===== config.mk =====
export PLATFORM = sky130hd
export DESIGN_NAME = layer_sequencer
export DESIGN_NICKNAME = d
export VERILOG_FILES = /design/src/rtl/layer_sequencer_pkg.sv /design/src/rtl/layer_sequencer_seq_watchdog.sv /design/src/rtl/layer_sequencer.sv
export SDC_FILE = /design/constraint.sdc
export NUM_CORES = 1
export LEC_CHECK = 0
export ABC_AREA = 1
export CAP_MARGIN = 40
export CORE_ASPECT_RATIO = 2
export CORE_UTILIZATION = 50
export DETAILED_ROUTE_END_ITERATION = 12
export GPL_TIMING_DRIVEN = 1
export PLACE_DENSITY_LB_ADDON = 0.12
export SLEW_MARGIN = 40
export SYNTH_ARGS = -nofsm -noshare
export SYNTH_HDL_FRONTEND = slang
export SYNTH_SLANG_ARGS = --single-unit
export TNS_END_PERCENT = 50

===== constraint.sdc =====
create_clock -name clock -period 3.8 [get_ports clock]
set_clock_uncertainty 0.05 [all_clocks]
set_input_delay 0.95 -clock clock [delete_from_list [all_inputs] [get_ports clock]]
set_output_delay 0.95 -clock clock [all_outputs]
set_load 0.05 [all_outputs]

===== src/rtl/layer_sequencer_pkg.sv =====
// rtl/layer_sequencer_pkg.sv - shared state encoding and widths for the layer sequencer
package layer_sequencer_pkg;

    typedef enum logic [2:0] {
        SEQ_IDLE,
        SEQ_START,
        SEQ_WAIT,
        SEQ_DONE,
        SEQ_ERROR
    } seq_state_t;

    localparam int PERF_WIDTH = 32;

endpackage


===== src/rtl/layer_sequencer_seq_watchdog.sv =====
// rtl/layer_sequencer_seq_watchdog.sv - per-layer wait timer that flags a layer which never completes
module seq_watchdog #(
    parameter int TIMEOUT_CYCLES = 4096
) (
    input  logic clock,
    input  logic reset,
    input  logic clear,
    input  logic enable,
    output logic expired
);

    generate
        if (TIMEOUT_CYCLES == 0) begin : g_off
            // Watchdog disabled: nothing ever expires.
            logic wd_unused;
            assign wd_unused = clock ^ reset ^ clear ^ enable;
            assign expired   = 1'b0;
        end else begin : g_on
            localparam int TW = (TIMEOUT_CYCLES > 1) ? $clog2(TIMEOUT_CYCLES) : 1;
            localparam logic [TW-1:0] LAST = TW'(TIMEOUT_CYCLES - 1);

            logic [TW-1:0] timer;

            // Count waiting cycles; parks on the last value so it never wraps.
            always_ff @(posedge clock or posedge reset) begin
                if (reset) begin
                    timer <= '0;
                end else if (clear) begin
                    timer <= '0;
                end else if (enable && (timer != LAST)) begin
                    timer <= timer + 1'b1;
                end
            end

            // Expiry is only meaningful while the sequencer is waiting.
            assign expired = enable && (timer == LAST);
        end
    endgenerate

endmodule


===== src/rtl/layer_sequencer.sv =====
// rtl/layer_sequencer.sv - steps one inference through a chain of dense layers; optional LAYER_SEQUENCER_PERF_EN latency counter
module layer_sequencer
    import layer_sequencer_pkg::*;
#(
    parameter int NUM_LAYERS     = 3,
    parameter int TIMEOUT_CYCLES = 4096,
    parameter int LAYER_IDX_W    = $clog2(NUM_LAYERS > 1 ? NUM_LAYERS : 2)
) (
    input  logic                   clock,
    input  logic                   reset,
    input  logic                   start,
    output logic                   start_ready,
    output logic [NUM_LAYERS-1:0]  layer_start,
    input  logic [NUM_LAYERS-1:0]  layer_done,
    output logic [LAYER_IDX_W-1:0] layer_index,
    output logic                   busy,
    output logic                   result_valid,
    input  logic                   result_ready,
    output logic                   error,
    input  logic                   clear_error,
    output logic [PERF_WIDTH-1:0]  perf_cycles
);

    localparam logic [LAYER_IDX_W-1:0] LAST_IDX = LAYER_IDX_W'(NUM_LAYERS - 1);

    seq_state_t             state;
    logic [LAYER_IDX_W-1:0] idx;
    logic [NUM_LAYERS-1:0]  done_q;
    logic [NUM_LAYERS-1:0]  done_rise;
    logic                   completion;
    logic                   wd_expired;

    // Layers drop outputs_ready when restarted, so only a fresh rising edge counts.
    assign done_rise   = layer_done & ~done_q;
    assign completion  = done_rise[idx];
    assign layer_index = idx;

    seq_watchdog #(
        .TIMEOUT_CYCLES(TIMEOUT_CYCLES)
    ) u_watchdog (
        .clock  (clock),
        .reset  (reset),
        .clear  (state == SEQ_START),
        .enable (state == SEQ_WAIT),
        .expired(wd_expired)
    );

    // Sequencer FSM with registered host/layer outputs and done-level history.
    always_ff @(posedge clock or posedge reset) begin
        if (reset) begin
            state        <= SEQ_IDLE;
            idx          <= '0;
            done_q       <= '1;
            layer_start  <= '0;
            start_ready  <= 1'b1;
            busy         <= 1'b0;
            result_valid <= 1'b0;
            error        <= 1'b0;
        end else begin
            done_q      <= layer_done;
            layer_start <= '0;
            case (state)
                SEQ_IDLE: begin
                    if (start) begin
                        state       <= SEQ_START;
                        idx         <= '0;
                        layer_start <= NUM_LAYERS'(1);
                        start_ready <= 1'b0;
                        busy        <= 1'b1;
                    end
                end
                SEQ_START: begin
                    state <= SEQ_WAIT;
                end
                SEQ_WAIT: begin
                    if (completion) begin
                        if (idx == LAST_IDX) begin
                            state        <= SEQ_DONE;
                            busy         <= 1'b0;
                            result_valid <= 1'b1;
                        end else begin
                            state       <= SEQ_START;
                            idx         <= idx + 1'b1;
                            layer_start <= NUM_LAYERS'(1) << (idx + 1'b1);
                        end
                    end else if (wd_expired) begin
                        state <= SEQ_ERROR;
                        busy  <= 1'b0;
                        error <= 1'b1;
                    end
                end
                SEQ_DONE: begin
                    if (result_ready) begin
                        state        <= SEQ_IDLE;
                        idx          <= '0;
                        result_valid <= 1'b0;
                        start_ready  <= 1'b1;
                    end
                end
                SEQ_ERROR: begin
                    if (clear_error) begin
                        state       <= SEQ_IDLE;
                        idx         <= '0;
                        error       <= 1'b0;
                        start_ready <= 1'b1;
                    end
                end
                default: begin
                    state <= SEQ_IDLE;
                end
            endcase
        end
    end

`ifdef LAYER_SEQUENCER_PERF_EN
    logic [PERF_WIDTH-1:0] perf_q;

    // Inference latency: restarts on accept, counts while busy, saturates, holds otherwise.
    always_ff @(posedge clock or posedge reset) begin
        if (reset) begin
            perf_q <= '0;
        end else if ((state == SEQ_IDLE) && start) begin
            perf_q <= '0;
        end else if (busy && (perf_q != '1)) begin
            perf_q <= perf_q + 1'b1;
        end
    end

    assign perf_cycles = perf_q;
`else
    assign perf_cycles = '0;
`endif

endmodule


# After elaboration in Yosys (flattened, before gate mapping)
# Index checks and enable logic that the tools add are counted.
# word_totals
register_bits	27
word_cells	85
# classes
add_sub_neg	2
order_cmp	1
n_eq_ne	17
shifts	1
mux	38
bitwise	2
reduce_logical	15
# ops
op	count
$mux 12	2
$mux 3	7
$reduce_and 4->1	5
$ne 2x2->1 const B	8
$mux 1	15
$pmux 3 s5	1
$add 12x1->12 const B	1
$eq 12x12->1 const B	1
$mux 2	6
$ne 12x12->1 const B	1
$pmux 2 s4	1
$reduce_bool 2->1	4
$eq 3x2->1 const B	2
$ne 3x3->1 const B	2
$pmux 1 s2	3
$pmux 3 s2	1
$reduce_and 6->1	1
$reduce_bool 4->1	1
$and 3x3->3	1
$eq 3x1->1 const B	1
$eq 3x3->1 const B	1
$logic_not 3->1	1
$lt 2x3->1 const B	1
$not 3->3	1
other kinds (7)	8

# Logic depth before layout (Yosys ltp)
# Gate-level depths: netlist of the first run.
# depth
depth_word	6
ltp_mapped	9

# Modules after synthesis
# From an unflattened synthesis of the first run, not the netlist that was laid out.
# unflattened
hier_cells	246
hier_area_um2	1845.5
# by_module_without_submodules
module	n_inst	cells_per_inst	area_each_um2
layer_sequencer	1	138	1076.0
seq_watchdog	1	108	769.5

# Least setup slack after synthesis of the first run
# Ideal clock, no wire load.
# synth_path
path_kind	register to register
from	register idx[0], in the netlist layer_index[0]
to	register idx[0], in the netlist layer_index[0]
setup_time_ns	0.120
arrival_ns	1.568
path_slack_ns	2.062
stages_incl_launch_ff	9
cell_sequence	dfrtp_1 inv_1 ha_1 nand2_1 nand2_1 nor2_1 nand2_1 nand2_1 nand2_1
# synth_via
elab_chain_len	4
elab_cells_between_ends	10
cone_classes	add/sub (1); eq/ne (3); mux (5); reduce/logical (1)
# synth_lines
item	line_no	rtl
from (decl)	layer_sequencer.sv:27	logic [LAYER_IDX_W-1:0] idx;
from (signal assigned)	layer_sequencer.sv:83	idx <= idx + 1'b1;
$add 2x1->2 / $bmux 1 s2 (equally long branches)	layer_sequencer.sv:83, layer_sequencer.sv:35	
$mux 2 / $mux 1 (equally long branches)	layer_sequencer.sv:77, layer_sequencer.sv:35	
$mux 2 / $ne 2x2->1 (equally long branches)	-	
$pmux 2 s4 / $reduce_and 6->1 (equally long branches)	-	
# Several ways; a longest one is shown, not always the timed one. The select of a mux whose other input is x is not followed.
# A chain may end at the register's enable or synchronous reset.

# Worst setup path in the final report of the first run
# layout_path
from	register idx[0], in the netlist layer_index[0]
to	output layer_index[0]
# layout_lines
item	line_no	rtl
to (decl)	layer_sequencer.sv:15	output logic [LAYER_IDX_W-1:0] layer_index,
# No word-level cell between the ends.

==> results of run 1 <==
-- per-stage QoR --
stage,instance area (um^2),setup slack (ns)
6_report,1850,1.18
5_1_grt,1850,1.14
2_1_floorplan,1850,2.06
3_5_place_dp,1810,1.45
3_3_place_gp,1810,1.48
4_1_cts,1850,1.17
-- final cells by class --
type | count | share of cell area [%]
multi-input combinational | 171 | 44.3
tap | 31 | 2.09
inverter | 27 | 5.47
timing repair buffer | 17 | 9.04
sequential | 27 | 36.7
clock buffer | 4 | 2.43
-- power breakdown --
part           internal (mW)  total (mW)  switching [mW]  leakage, nW
Combinational          0.161       0.596           0.435        0.566
Clock                 0.0752       0.167          0.0916       0.0228
Sequential             0.350       0.406          0.0559        0.353
Total                  0.587        1.17           0.583        0.942
-- kinds of logic (layout without fill, tap and decap cells) --
| family | after synthesis | after routing | share of synthesized area (%) |
|---|---|---|---|
| xor gates and xnor gates | 1 | 1 | 0.506 |
| AOI/OAI and AO/OA | 19 | 19 | 5.92 |
| DFF | 27 | 27 | 39.3 |
| adders and majority gates | 5 | 5 | 3.61 |
| buffers and inverters | 60 | 48 | 20.0 |
| and+or+nand+nor | 114 | 114 | 30.4 |
| other | 1 | 32 | 0.217 |
-- layer usage --
metal / wire [um] / part of all wire (%)
met1: 1260 / 37
met4: 67 / 2.0
met3: 86 / 2.5
met2: 1980 / 58
met5: 0 / 0
-- worst min-delay path by stage --
stage                                    startpoint  depth (start not counted)                              endpoint
3_3_place_gp                start_ready$_DFFE_PP1P_                          2               start_ready$_DFFE_PP1P_
6_report                    start_ready$_DFFE_PP1P_                          2               start_ready$_DFFE_PP1P_
4_1_cts                     start_ready$_DFFE_PP1P_                          2               start_ready$_DFFE_PP1P_
5_1_grt                     start_ready$_DFFE_PP1P_                          2               start_ready$_DFFE_PP1P_
3_5_place_dp                start_ready$_DFFE_PP1P_                          2               start_ready$_DFFE_PP1P_
2_1_floorplan  u_watchdog.g_on.timer[1]$_DFFE_PP0P_                          2  u_watchdog.g_on.timer[1]$_DFFE_PP0P_
-- synth_stat cells --
cell type and n:
sky130_fd_sc_hd__nand2_1 54, sky130_fd_sc_hd__buf_4 32, sky130_fd_sc_hd__inv_1 26, sky130_fd_sc_hd__dfrtp_1 23, sky130_fd_sc_hd__nor2_1 22, sky130_fd_sc_hd__nand3_1 18, sky130_fd_sc_hd__nand4_1 9, sky130_fd_sc_hd__o21ai_0 6
sky130_fd_sc_hd__o21ai_1 6, sky130_fd_sc_hd__ha_1 5, sky130_fd_sc_hd__a21oi_1 4, sky130_fd_sc_hd__dfstp_2 4, sky130_fd_sc_hd__nor3_1 3, sky130_fd_sc_hd__a22oi_1 2, sky130_fd_sc_hd__nand2_4 2, sky130_fd_sc_hd__nor2_2 2
sky130_fd_sc_hd__buf_2 1, sky130_fd_sc_hd__conb_1 1, sky130_fd_sc_hd__inv_2 1, sky130_fd_sc_hd__nand3_2 1, sky130_fd_sc_hd__nand3b_1 1, sky130_fd_sc_hd__nor2_4 1, sky130_fd_sc_hd__nor3_4 1, sky130_fd_sc_hd__o21bai_1 1
sky130_fd_sc_hd__xor2_1 1
-- registers in the layout, summed over array words and instances (netlist names) --
name                   flops
busy                       1
layer_start                3
u_watchdog.g_on.timer     12
state                      3
error                      1
start_ready                1
done_q                     3
result_valid               1
layer_index                2
==> results.env, run 1 <==
STATUS='complete, but fails checks'
FAILED_CHECKS='DRC'
NUMBER_OF_LEVELS_IN_THE_CLOCK_H_TREE=1
MULTI_INPUT_COMB_AREA_UM2=821
R2R_END='u_watchdog.g_on.timer[2]$_DFFE_PP0P_'
CP_DATA_REQUIRED_TIME_NS=2.80
CP_MAX_FO=7
MOST_COMMON_CELL_AFTER_LAYOUT_FILL_AND_TAPS_ASIDE='sky130_fd_sc_hd__nand2_1'
YS_WARN_COUNT=0
DIE_OUTLINE_AREA_UM2=3720
WORST_SETUP_PATH_STARTPOINT='layer_index[0]$_DFFE_PP0P_'
YOSYSUNIQUECELLTYPES=25
OVERFLOW=0
GP_CONGESTION=0.877
DETAIL_ROUTE.ITER0.VIOLATIONS=55
CLK_PATH_BUF_DEPTH=2
INSTANCE_COUNT_OF_THE_MAPPED_NETLIST=227
POWER-PER-CELL-AREA_nW_PER_UM2=630
CORE.ROWCOUNT=29
YS_FF_LATCH=27
TIMING_WORST_SETUP_PATH_TYPE='flip-flop to primary output'
ANT_NETS=0
VIA_PER_INST=4.99
WORSTPATHCELLLIST='clkdlybuf4s50_1'
DRC_ERRORS=2
DIE-WIDTH_UM=43.6
STARTPOINT_KIND_OF_THE_WORST_SETUP_TIMING_PATH='flip-flop'
FINALCOREUTILIZATION_PCT=57.4
DRV_SLEW=0
VDD_IR_DROP_MAX_mV=0.388
GRT_PASS1_WL_UM=5790
INSTANCE_COUNT_ON_THE_CRITICAL_PATH=1
ROUTE.VIAS.TOTAL=1382
TIMING.CRITICAL_PATH.SLOWEST_STAGE_CELL='sky130_fd_sc_hd__clkdlybuf4s50_1'
CRIT_FAMILY='buffers and inverters'
FINALHOLDVIOLCOUNT=0
GRT_START_MAX_NET_PINS=28
DIE_HEIGHT_UM=85.2
CLK_ROOT_BUFFER_CELL='sky130_fd_sc_hd__clkbuf_8'
REGISTER_AREA_UM2=681
CTS.CLK_SLEW.WORST_PATHS_NS=0.09
WORSTREG2REGSTART='u_watchdog.g_on.timer[0]$_DFFE_PP0P_'
AREA.GROWTH.SYNTH_TO_FINAL_PCT=7.08
NUMCLOCKSINKS=27
TIMING_WORST_SLEW_PIN_VALUE_NS=0.510
GROUTE.LAYER.MET2.USAGE_PCT=36.9
DPL.HPWL_UM=2660
GROUTE.LAYER.MET3.USAGE_PCT=2.98
GLOBALROUTETOTALUTIL_PCT=20.5
FIN_TNS_SETUP_NS=0
END_KIND='primary output'
POST_CTS_RESIZED=0
HOLD_CLASS='flip-flop to flip-flop'
CLOCK_INSERTION_DELAY_WORST_SKEW_NS=0.27
ANTENNADIODECOUNT=0
GRT-BUSIEST-LAYER='met2'
REPORT.FINAL.SETUP_VIOL=0
MAXCAPVIOLATIONS=0
CTS_INSERTED_BUFFERS=3
DRT_PASS1_ITERATIONS=10
PLACEMENT.IO_BUFFERS=16
SYN-CELL-AREA_UM2=1730
CRITPATHCAPTURE='layer_index[0]'
LAYOUT.FILLER_CELLS=310
CLOCK.FMAX_GHz=0.382
STDCELL_COUNT=277
SYNTH_TOP_CELLS_BY_AREA='sky130_fd_sc_hd__dfrtp_1, sky130_fd_sc_hd__buf_4, sky130_fd_sc_hd__nand2_1, sky130_fd_sc_hd__dfstp_2, sky130_fd_sc_hd__inv_1'
PLACE.DETAILED.INSTANCES=273
ANTENNA_FOUND_INITIAL=0
CTS_HOLD_BUFFERS=0
RELSLEWSLACK_PCT=65.9
FINALWORSTPATHREQUIREDPERIOD_NS=2.62
SYN_AVG_CELL_AREA_UM2=7.63
CRITPATHMAXSTAGEDELAY_NS=0.85
RSZ0062_AT_GRT='false'
FIRST_GLOBAL_VIAS=1323
EFFECTIVE_UTILIZATION_AT_FLOORPLAN_PCT=53.6
SETUP.REG_TO_REG.WORST_SLACK_NS=2.09
CTS_TREE='built'
CRIT_BUF_INV=1
CP.ARRIVAL_NS=1.62
PLACEABLECOREAREA_UM2=3230
CTS_POST_SETUP_BUFFERS_INSERTED=0
IO_PINS=49
WL_UM=3390
FINALPOWER_mW=1.17
SYNTH_TOP_CELL_AREA_SHARE_PCT=33.2
SEQ_AREA_FRAC_SYNTH_PCT=39.3
HOLD_WS_NS=0.421
FINAL_NETS=260
POST_SYNTHESIS_CELL_TYPE_WITH_THE_LARGEST_COMBINED_AREA='sky130_fd_sc_hd__dfrtp_1'
DRIVE_ABOVE_1_SHARE_PCT=6.50
ROUTED_WIRE_LENGTH_PER_INSTANCE_UM=12.2
POWER.STATIC_LEAKAGE_nW=0.942
MOST-COMMON-LAYOUT-CELLS='sky130_fd_sc_hd__nand2_1, sky130_fd_sc_hd__conb_1, sky130_fd_sc_hd__inv_1, sky130_fd_sc_hd__dfrtp_1, sky130_fd_sc_hd__nor2_1'
WORST-R2R-CELL-COUNT=8
LAYOUT_WORST_PATH_CYCLE_SHARE_PCT=68.8
GRT_USE_MET1_PCT=22.2
Power figures use the tool's default switching activity.
==> inputs of run 2 (changes only) <==
Settings changed: CORE_UTILIZATION 50 to 43.
Clock period 3.8 ns to 2.4 ns, I/O delays scaled along.
==> results.env, run 2 (synthesized netlist as in run 1, its figures left out) <==
RSZ0062_AT_GRT='false'
GRT_START_MAX_NET_PINS=28
DETAIL_ROUTE.ITER0.VIOLATIONS=25
STATUS='complete, no violations'
CTS.CLK_SLEW.WORST_PATHS_NS=0.10
ROUTED_WIRE_LENGTH_PER_INSTANCE_UM=11.7
DIE_OUTLINE_AREA_UM2=4300
CTS_POST_SETUP_BUFFERS_INSERTED=0
CLOCK_INSERTION_DELAY_WORST_SKEW_NS=0.28
POST_DP_CELL_AREA_UM2=1830
ANT_NETS=0
POWER.CLOCK.FRACTION_PCT=14.5
COMBINATIONALPOWERSHARE_PCT=50.8
CLOCK.FMAX_GHz=0.441
SWITCHING_POWER_SUMMED_OVER_ALL_NETS_uW=934
VDD_IR_DROP_MAX_mV=0.700
NUMBER_OF_LEVELS_IN_THE_CLOCK_H_TREE=1
WORSTPATHCELLLIST='clkdlybuf4s50_1'
OVERFLOW=0
CRIT_BUF_INV=1
TIMING_WORST_SLEW_PIN_VALUE_NS=0.510
GP_CONGESTION=0.911
ANTENNADIODECOUNT=0
GLOBALROUTETOTALUTIL_PCT=18.3
DPL.HPWL_UM=2760
CTS_HOLD_BUFFERS=0
CLK_ROOT_BUFFER_CELL='sky130_fd_sc_hd__clkbuf_8'
FINAL_NETS=260
MOST-COMMON-LAYOUT-CELLS='sky130_fd_sc_hd__nand2_1, sky130_fd_sc_hd__conb_1, sky130_fd_sc_hd__inv_1, sky130_fd_sc_hd__dfrtp_1, sky130_fd_sc_hd__nor2_1'
DIE_HEIGHT_UM=91.7
SETUP.REG_TO_REG.WORST_SLACK_NS=0.70
DRT_PASS1_ITERATIONS=4
MOST_COMMON_CELL_AFTER_LAYOUT_FILL_AND_TAPS_ASIDE='sky130_fd_sc_hd__nand2_1'
VIA_PER_INST=4.77
DIE-WIDTH_UM=46.9
CORE.ROWCOUNT=32
IO_PINS=49
TIMING_WORST_SETUP_PATH_TYPE='flip-flop to primary output'
FLIP_FLOP_COUNT_OF_THE_LARGEST_REGISTER_AFTER_LAYOUT=12
HOLD_WS_NS=0.417
LARGEST_REGISTER='u_watchdog.g_on.timer'
RELSLEWSLACK_PCT=65.9
CP_MAX_FO=7
FIN_TNS_SETUP_NS=0
CRITPATHMAXSTAGEDELAY_NS=0.85
FINALCOREUTILIZATION_PCT=48.9
INTERNAL_POWER_uW=925
DRC_ERRORS=0
CP.ARRIVAL_NS=1.62
HOLD_CLASS='flip-flop to flip-flop'
PLACE.DETAILED.INSTANCES=293
PLACEMENT.IO_BUFFERS=16
CRIT_FAMILY='buffers and inverters'
DRV_SLEW=0
P_SW_SHARE_PCT=50.2
FINALWORSTPATHREQUIREDPERIOD_NS=2.27
CTS_INSERTED_BUFFERS=3
AREA.GROWTH.SYNTH_TO_FINAL_PCT=8.60
LAYOUT_WORST_PATH_CYCLE_SHARE_PCT=94.6
CTS_TREE='built'
EFFECTIVE_UTILIZATION_AT_FLOORPLAN_PCT=45.1
REPORT.FINAL.SETUP_VIOL=0
DRIVE_ABOVE_1_SHARE_PCT=6.91
STDCELL_COUNT=297
GRT_PASS1_WL_UM=5750
PLACEABLECOREAREA_UM2=3840
TIMING.CRITICAL_PATH.SLOWEST_STAGE_CELL='sky130_fd_sc_hd__clkdlybuf4s50_1'
POWER.STATIC_LEAKAGE_nW=0.945
POST_CTS_RESIZED=0
FINALHOLDVIOLCOUNT=0
DESIGN_AREA_UM2=1880
FIRST_GLOBAL_VIAS=1335
CP_DATA_REQUIRED_TIME_NS=1.75
STARTPOINT_KIND_OF_THE_WORST_SETUP_TIMING_PATH='flip-flop'
ROUTE.VIAS.TOTAL=1416
MAXCAPVIOLATIONS=0
POWER-PER-CELL-AREA_nW_PER_UM2=989
ANTENNA_FOUND_INITIAL=0
NUMCLOCKSINKS=27
WL_UM=3470
POWER.SEQUENTIAL.FRACTION_PCT=34.7
END_KIND='primary output'
CLK_PATH_BUF_DEPTH=2
==> run 2: cell count changes in the layout (fill, tap and decap cells not counted) <==
cell                       change
sky130_fd_sc_hd__clkbuf_1      -1
sky130_fd_sc_hd__clkinv_2      +1
==> run 2: power groups by stage <==
stage / registers [mW] / clock network, mW / logic, mW
finish: 0.644 / 0.270 / 0.945
CTS: 0.645 / 0.278 / 0.953
global placement: 0.653 / 0 / 0.954
detailed placement: 0.653 / 0 / 0.951
global route: 0.659 / 0.293 / 1.04
floorplan: 0.802 / 0 / 0.602
==> run 2: final cells by class <==
class / instances / area [um^2]
clock buffer: 3 / 41.3
clock inverter: 1 / 5.00
fill: 401 / 1960
inverter: 27 / 101
multi-input combinational: 171 / 821
sequential: 27 / 681
tap: 51 / 63.8
timing repair buffer: 17 / 168
==> run 2: per-layer routing <==
metal	GRT usage [%]	wire length, um	part of all wire [%]	vias up
li1	-	-	-	705
met1	17.9	1230	35	667
met2	34.5	2060	59	36
met3	1.77	94	2.7	8
met4	8.81	87	2.5	0
met5	0	0	0	-
==> run 2: worst paths after layout <==
kind / from / to / cells after the start
min in group asynchronous: reset / u_watchdog.g_on.timer[0]$_DFFE_PP0P_ / 3
min: start_ready$_DFFE_PP1P_ / start_ready$_DFFE_PP1P_ / 2
min reg2reg: start_ready$_DFFE_PP1P_ / start_ready$_DFFE_PP1P_ / 2
max in group asynchronous: reset / start_ready$_DFFE_PP1P_ / 3
max reg2reg: u_watchdog.g_on.timer[0]$_DFFE_PP0P_ / u_watchdog.g_on.timer[2]$_DFFE_PP0P_ / 8
max: layer_index[0]$_DFFE_PP0P_ / layer_index[0] / 1
==> run 2: through the flow <==
step           setup WS [ns]  total power [mW]
2_1_floorplan          0.662              1.40
3_3_place_gp           0.427              1.61
3_5_place_dp           0.415              1.60
4_1_cts                0.110              1.88
5_1_grt               0.0759              1.99
6_report               0.130              1.86
